**config.mk**
```make
export PLATFORM = sky130hd
export DESIGN_NAME = traffic_phase_timer
export DESIGN_NICKNAME = d
export VERILOG_FILES = /design/src/rtl/traffic_phase_timer.sv
export SDC_FILE = /design/constraint.sdc
export NUM_CORES = 1
export LEC_CHECK = 0
export ABC_AREA = 1
export BUFFER_PORTS_ARGS = -buffer_cell sky130_fd_sc_hd__buf_4
export CORE_ASPECT_RATIO = 0.7
export CORE_UTILIZATION = 60
export CTS_CLUSTER_DIAMETER = 100
export CTS_CLUSTER_SIZE = 16
export DETAILED_ROUTE_END_ITERATION = 7
export GPL_TIMING_DRIVEN = 0
export PLACE_DENSITY_LB_ADDON = 0.25
export SYNTH_ARGS = -nofsm -noshare
export SYNTH_HDL_FRONTEND = slang
export SYNTH_SLANG_ARGS = --single-unit
```
**constraint.sdc**
```tcl
create_clock -name clk -period 4.7 [get_ports clk]
set_input_delay 0.235 -clock clk [delete_from_list [all_inputs] [get_ports clk]]
set_output_delay 0.235 -clock clk [all_outputs]
set_load 0.005 [all_outputs]
```
**src/rtl/traffic_phase_timer.sv**
```systemverilog
// traffic_phase_timer
// Multi-channel programmable down-counting phase timer. Each channel can be
// started, restarted, held and stopped independently and runs either as a
// one-shot or with auto-reload. Per channel it produces a registered
// one-cycle expiry pulse, a busy flag and a sticky expiry flag. A
// combinational readback mux exposes one channel's count for the pedestrian
// countdown display.
//
// Handshake/control semantics: there is no valid/ready pairing here. Every
// control input (start, stop, hold, clr, mode) is a level sampled at each
// rising clk edge. Per channel the priority is stop > start > hold > count.
// The per-channel FSM state (IDLE/RUN) is visible directly on busy.
module traffic_phase_timer #(
  parameter int NBITS = 32,
  parameter int NCH   = 4,
  parameter int SELW  = (NCH > 1) ? $clog2(NCH) : 1
) (
  input  logic                 clk,
  input  logic                 reset,
  input  logic [NCH*NBITS-1:0] cnt_ini,
  input  logic [NCH-1:0]       start,
  input  logic [NCH-1:0]       stop,
  input  logic [NCH-1:0]       hold,
  input  logic [NCH-1:0]       mode,
  input  logic [NCH-1:0]       clr,
  input  logic [SELW-1:0]      rd_sel,
  output logic [NCH-1:0]       timer,
  output logic [NCH-1:0]       busy,
  output logic [NCH-1:0]       expired,
  output logic [NBITS-1:0]     cnt_out
);

  typedef enum logic {
    ST_IDLE = 1'b0,
    ST_RUN  = 1'b1
  } state_t;

  state_t           state_q [NCH];
  logic [NBITS-1:0] cnt_q   [NCH];
  logic [NCH-1:0]   expire;

  // A running, unheld channel with count 0 or 1 reaches the end of its
  // interval on this edge, unless stop or start overrides it.
  always_comb begin
    expire = '0;
    for (int c = 0; c < NCH; c++) begin
      expire[c] = (state_q[c] == ST_RUN) && !stop[c] && !start[c] && !hold[c] &&
                  (cnt_q[c] <= NBITS'(1));
    end
  end

  // Per-channel FSM, count register, expiry pulse and sticky expiry flag.
  always_ff @(posedge clk or posedge reset) begin
    if (reset) begin
      for (int c = 0; c < NCH; c++) begin
        state_q[c] <= ST_IDLE;
        cnt_q[c]   <= '0;
      end
      timer   <= '0;
      expired <= '0;
    end else begin
      for (int c = 0; c < NCH; c++) begin
        timer[c] <= expire[c];

        if (stop[c]) begin
          state_q[c] <= ST_IDLE;
          cnt_q[c]   <= '0;
        end else if (start[c]) begin
          // Restarting a running channel silently abandons the old interval.
          state_q[c] <= ST_RUN;
          cnt_q[c]   <= cnt_ini[c*NBITS +: NBITS];
        end else if (expire[c]) begin
          // mode and cnt_ini are taken at the moment of expiry.
          if (mode[c]) begin
            cnt_q[c] <= cnt_ini[c*NBITS +: NBITS];
          end else begin
            state_q[c] <= ST_IDLE;
            cnt_q[c]   <= '0;
          end
        end else if ((state_q[c] == ST_RUN) && !hold[c]) begin
          cnt_q[c] <= cnt_q[c] - NBITS'(1);
        end

        // A coincident expiry wins over a clear so no event is lost.
        if (expire[c]) begin
          expired[c] <= 1'b1;
        end else if (clr[c]) begin
          expired[c] <= 1'b0;
        end
      end
    end
  end

  // busy is the registered FSM state itself.
  always_comb begin
    for (int c = 0; c < NCH; c++) begin
      busy[c] = (state_q[c] == ST_RUN);
    end
  end

  // Readback mux; an out-of-range select reads as zero.
  always_comb begin
    cnt_out = '0;
    for (int c = 0; c < NCH; c++) begin
      if (int'(rd_sel) == c) begin
        cnt_out = cnt_q[c];
      end
    end
  end

endmodule

```
==> results.py <==
metrics = {
    "sta": {
        "maxSlewViolCount": 0,
        "finalCritPeriodShare": 0.570,
        "final_hold_viol_count": 0,
        "worst_relative_slew_slack": 0.393,
        "finalWorstPathRequiredPeriod_ns": 2.68,
        "fmaxAchievable_mhz": 373,
        "post-route-worst-setup-slack_ns": 2.02,
        "report.final.setup_viol": 0,
        "timing_worst_slew_pin_value_ns": 0.904,
        "grt_setup_unrepaired": "no",
        "timing.hold.ws_ns": 0.131,
        "worst_clock_skew_ns": 0.0119,
    },
    "power_and_ir_drop": {
        "p_switching_mw": 1.85,
        "report.power.total_mw": 4.58,
        "power.leakage_nw": 8.49,
        "relative_contribution_of_combinational_cells_to_total_power": 0.334,
        "power_per_cell_area_nw_per_um2": 283,
        "power.share.clock": 0.318,
        "power.internal_mw": 2.72,
        "power_switching_share": 0.405,
        "sequentialPowerShare": 0.348,
        "irDropWorstVdd_v": 0.000289,
    },
    "critical_path": {
        "cp_data_arrival_time_ns": 3.05,
        "timing.reg2reg.setup_slack_ns": 2.02,
        "startpoint_type": "flop",
        "critical-path-max-stage-delay_ns": 0.47,
        "critical_path.endpoint_type": "flop",
        "critical-path-top-cell-by-count": "sky130_fd_sc_hd__nand3_1",
        "ff_to_ff_end": "cnt_q[89]$_DFFE_PP0P_",
        "r2r_start": "cnt_q[64]$_DFFE_PP0P_",
        "timing.critical_path.fanout_max": 10,
        "cp_data_required_time_ns": 5.07,
        "setup_crit_start": "cnt_q[64]$_DFFE_PP0P_",
        "worst-r2r-cell-count": 11,
        "crit_path_end": "cnt_q[89]$_DFFE_PP0P_",
        "crit_path_cell_trace": "inv_1 > ha_1 > inv_1 > nor2_1 > nand2_1 > nand2_1 > nand3_1 > buf_2 > nand3_1 > nand3_1 > a21oi_1",
        "crit_path_top_delay_cell": "sky130_fd_sc_hd__nor2_1",
        "worstSetupPathType": "flop to flop",
    },
    "layout": {
        "post_layout_nets": 2827,
        "layout-area-overhead-vs-synth_pct": 18.0,
        "drive_gt1_frac": 0.106,
        "layoutNonFillerInstCount": 2984,
        "design_area_um2": 16200,
        "fillerInstances": 1900,
        "antenna_cells": 0,
    },
    "run_status": {
        "status": "complete, no violations",
    },
    "route": {
        "routed_via_density": 5.98,
        "drt_pass1_iterations": 6,
        "drt_wl_total_um": 54200,
        "postRouteAntennaNets": 0,
        "route.detailed.drc": 0,
        "drt-initial-drc-count": 2919,
        "detail_route.wl_per_cell_um": 18.2,
        "routed-via-count": 17800,
    },
    "clocking": {
        "clock_pin_transition_on_the_worst_setup_and_hold_timing_paths_ns": 0.07,
        "htreeDepth": 4,
        "clock-sinks": 140,
        "buffer_levels_on_the_longest_clock_path": 2,
        "cts-buffers-inserted": 17,
        "cts_root_buf": "sky130_fd_sc_hd__clkbuf_16",
        "post_cts_resized": 0,
        "cts_tree": "built",
        "clk-insertion-delay-late_ns": 0.45,
        "cts_hold_buffers": 6,
        "postCtsSetupRepairBufs": 0,
    },
    "global_route": {
        "vias_in_the_first_global_route": 15800,
        "grt_first_pass_wirelength_um": 84400,
        "grt_start_max_net_pins": 89,
        "antenna_found_initial": 0,
        "globalRouteTotalUtil": 0.459,
        "globalRoute.totalOverflow": 0,
    },
    "synth": {
        "synthDominantAreaCellType": "sky130_fd_sc_hd__dfrtp_1",
        "synth-seq-area-share": 0.255,
        "ys_dominant_reg_cell": "sky130_fd_sc_hd__dfrtp_1",
        "avgSynthCellArea_um2": 5.59,
        "synth_top_cell_area_share": 0.255,
        "ys_top_cells_by_area": "sky130_fd_sc_hd__dfrtp_1, sky130_fd_sc_hd__nand2_1, sky130_fd_sc_hd__nand3_1, sky130_fd_sc_hd__nor2_1, sky130_fd_sc_hd__inv_1",
        "yosys_register_bits": 140,
        "synthesis.area_um2": 13700,
        "post_synth_inst_count": 2455,
        "unique_masters_post_synth": 39,
        "synth-warning-count": 0,
        "synth_fp_nets": 2615,
        "synth_edf_count": 0,
        "asyncSetResetFlopFracSynth": 1.00,
    },
    "die": {
        "ios": 196,
        "die_footprint_um2": 23500,
        "rows": 45,
        "initial_utilization": 0.622,
        "placeableCoreArea_um2": 22100,
        "die_width_um": 183,
        "die_height_um": 129,
    },
    "place": {
        "dp_hpwl_um": 41300,
        "placedCellCount": 2947,
        "dpl-instance-area_um2": 15500,
        "detailedPlace.worstSlack_ns": 2.18,
        "routabilityCongestion": 1.05,
        "io_buffer_count": 186,
    },
    "hold_path": {
        "hold_class": "input port to flop",
    },
    "run": {
        "drv.max_cap_violation_count": 0,
    },
}
-- registers in the layout, summed over array words and instances (netlist names) --
name and count:
cnt_q 128, busy 4, expired 4, timer 4
-- how the worst min path moves through the flow --
| stage | from | to | slack [ns] | cells after the start |
|---|---|---|---|---|
| finish | cnt_ini[109] | cnt_q[13]$_DFFE_PP0P_ | 0.13 | 5 |
| floorplan | stop[3] | busy[3]$_DFFE_PP0P_ | 0.30 | 1 |
| global placement | clr[2] | expired[2]$_DFFE_PP0P_ | 0.42 | 2 |
| CTS | cnt_ini[111] | cnt_q[15]$_DFFE_PP0P_ | 0.13 | 5 |
| global route | cnt_ini[109] | cnt_q[13]$_DFFE_PP0P_ | 0.14 | 5 |
| detailed placement | reset | cnt_q[49]$_DFFE_PP0P_ | 0.33 | 2 |
-- synth_stat cells (all sizes together) (17+ instances only) --
cell / number
a21oi: 126
buf: 34
clkbuf: 82
dfrtp: 140
inv: 253
nand2: 821
nand3: 347
nand4: 24
nor2: 419
o21ai: 81
o22ai: 17
xor2: 57
-- power by group through the flow --
stage,Combinational [mW],Clock (mW),Sequential (mW)
floorplan,0.971,0,1.49
detailed placement,1.46,0,1.59
global placement,1.42,0,1.58
global route,1.68,1.48,1.60
finish,1.53,1.45,1.59
CTS,1.47,1.43,1.57
-- logic make-up (layout without fill, tap and decap cells) --
logic type,count (synthesis),in the layout,share of synthesized area
AO/OA/AOI/OAI,245,245,0.0955
XOR/XNOR,65,65,0.0415
adder cells (fa/ha/maj),8,8,0.00730
buffers and inverters,373,597,0.108
flip-flops,140,140,0.255
AND/OR/NAND/NOR,1624,1624,0.492
-- placed cells by master, fill, tap and decap left out, types with 24 or more instances in the layout --
cell / synthesis / layout
sky130_fd_sc_hd__a21oi_1: 126 / 126
sky130_fd_sc_hd__buf_4: 2 / 188
sky130_fd_sc_hd__clkbuf_1: 82 / 82
sky130_fd_sc_hd__dfrtp_1: 140 / 140
sky130_fd_sc_hd__inv_1: 251 / 250
sky130_fd_sc_hd__nand2_1: 814 / 814
sky130_fd_sc_hd__nand3_1: 347 / 347
sky130_fd_sc_hd__nand4_1: 24 / 24
sky130_fd_sc_hd__nor2_1: 397 / 397
sky130_fd_sc_hd__o21ai_0: 76 / 76
sky130_fd_sc_hd__xor2_1: 57 / 57
-- area by class of cell --
cell class / instances / area [um2] / area share
multi-input cells: 1942 / 8740 / 0.540
inverters: 257 / 971 / 0.0600
clock buffers: 19 / 453 / 0.0280
well taps: 305 / 382 / 0.0236
repair buffers: 193 / 1480 / 0.0917
plain buffers: 116 / 514 / 0.0318
flip-flops and latches: 140 / 3500 / 0.216
clock inverters: 12 / 146 / 0.00904
-- per-stage QoR --
step	TNS, ns	utilization
2_1_floorplan	0	-
3_3_place_gp	-161.53	0.702
3_5_place_dp	0	0.704
4_1_cts	0	0.734
5_1_grt	0	0.734
6_report	0	0.734
-- metal layers --
layer | vias to the layer above | track usage | share of wire
met3 | 172 | 0.127 | 0.16
met2 | 1519 | 0.674 | 0.41
met4 | 0 | 0.164 | 0.035
met5 | - | 0 | 0
met1 | 7972 | 0.644 | 0.39
li1 | 8175 | - | -
-- critical path: cells and delay by family (launching register included) --
family | cells | cell delay, ns
buffers and inverters | 3 | 0.48
and+or+nand+nor | 6 | 1.19
AOI/OAI and AO/OA | 1 | 0.14
adders and majority gates | 1 | 0.32
DFF | 1 | 0.45
Power figures use the tool's default switching activity.
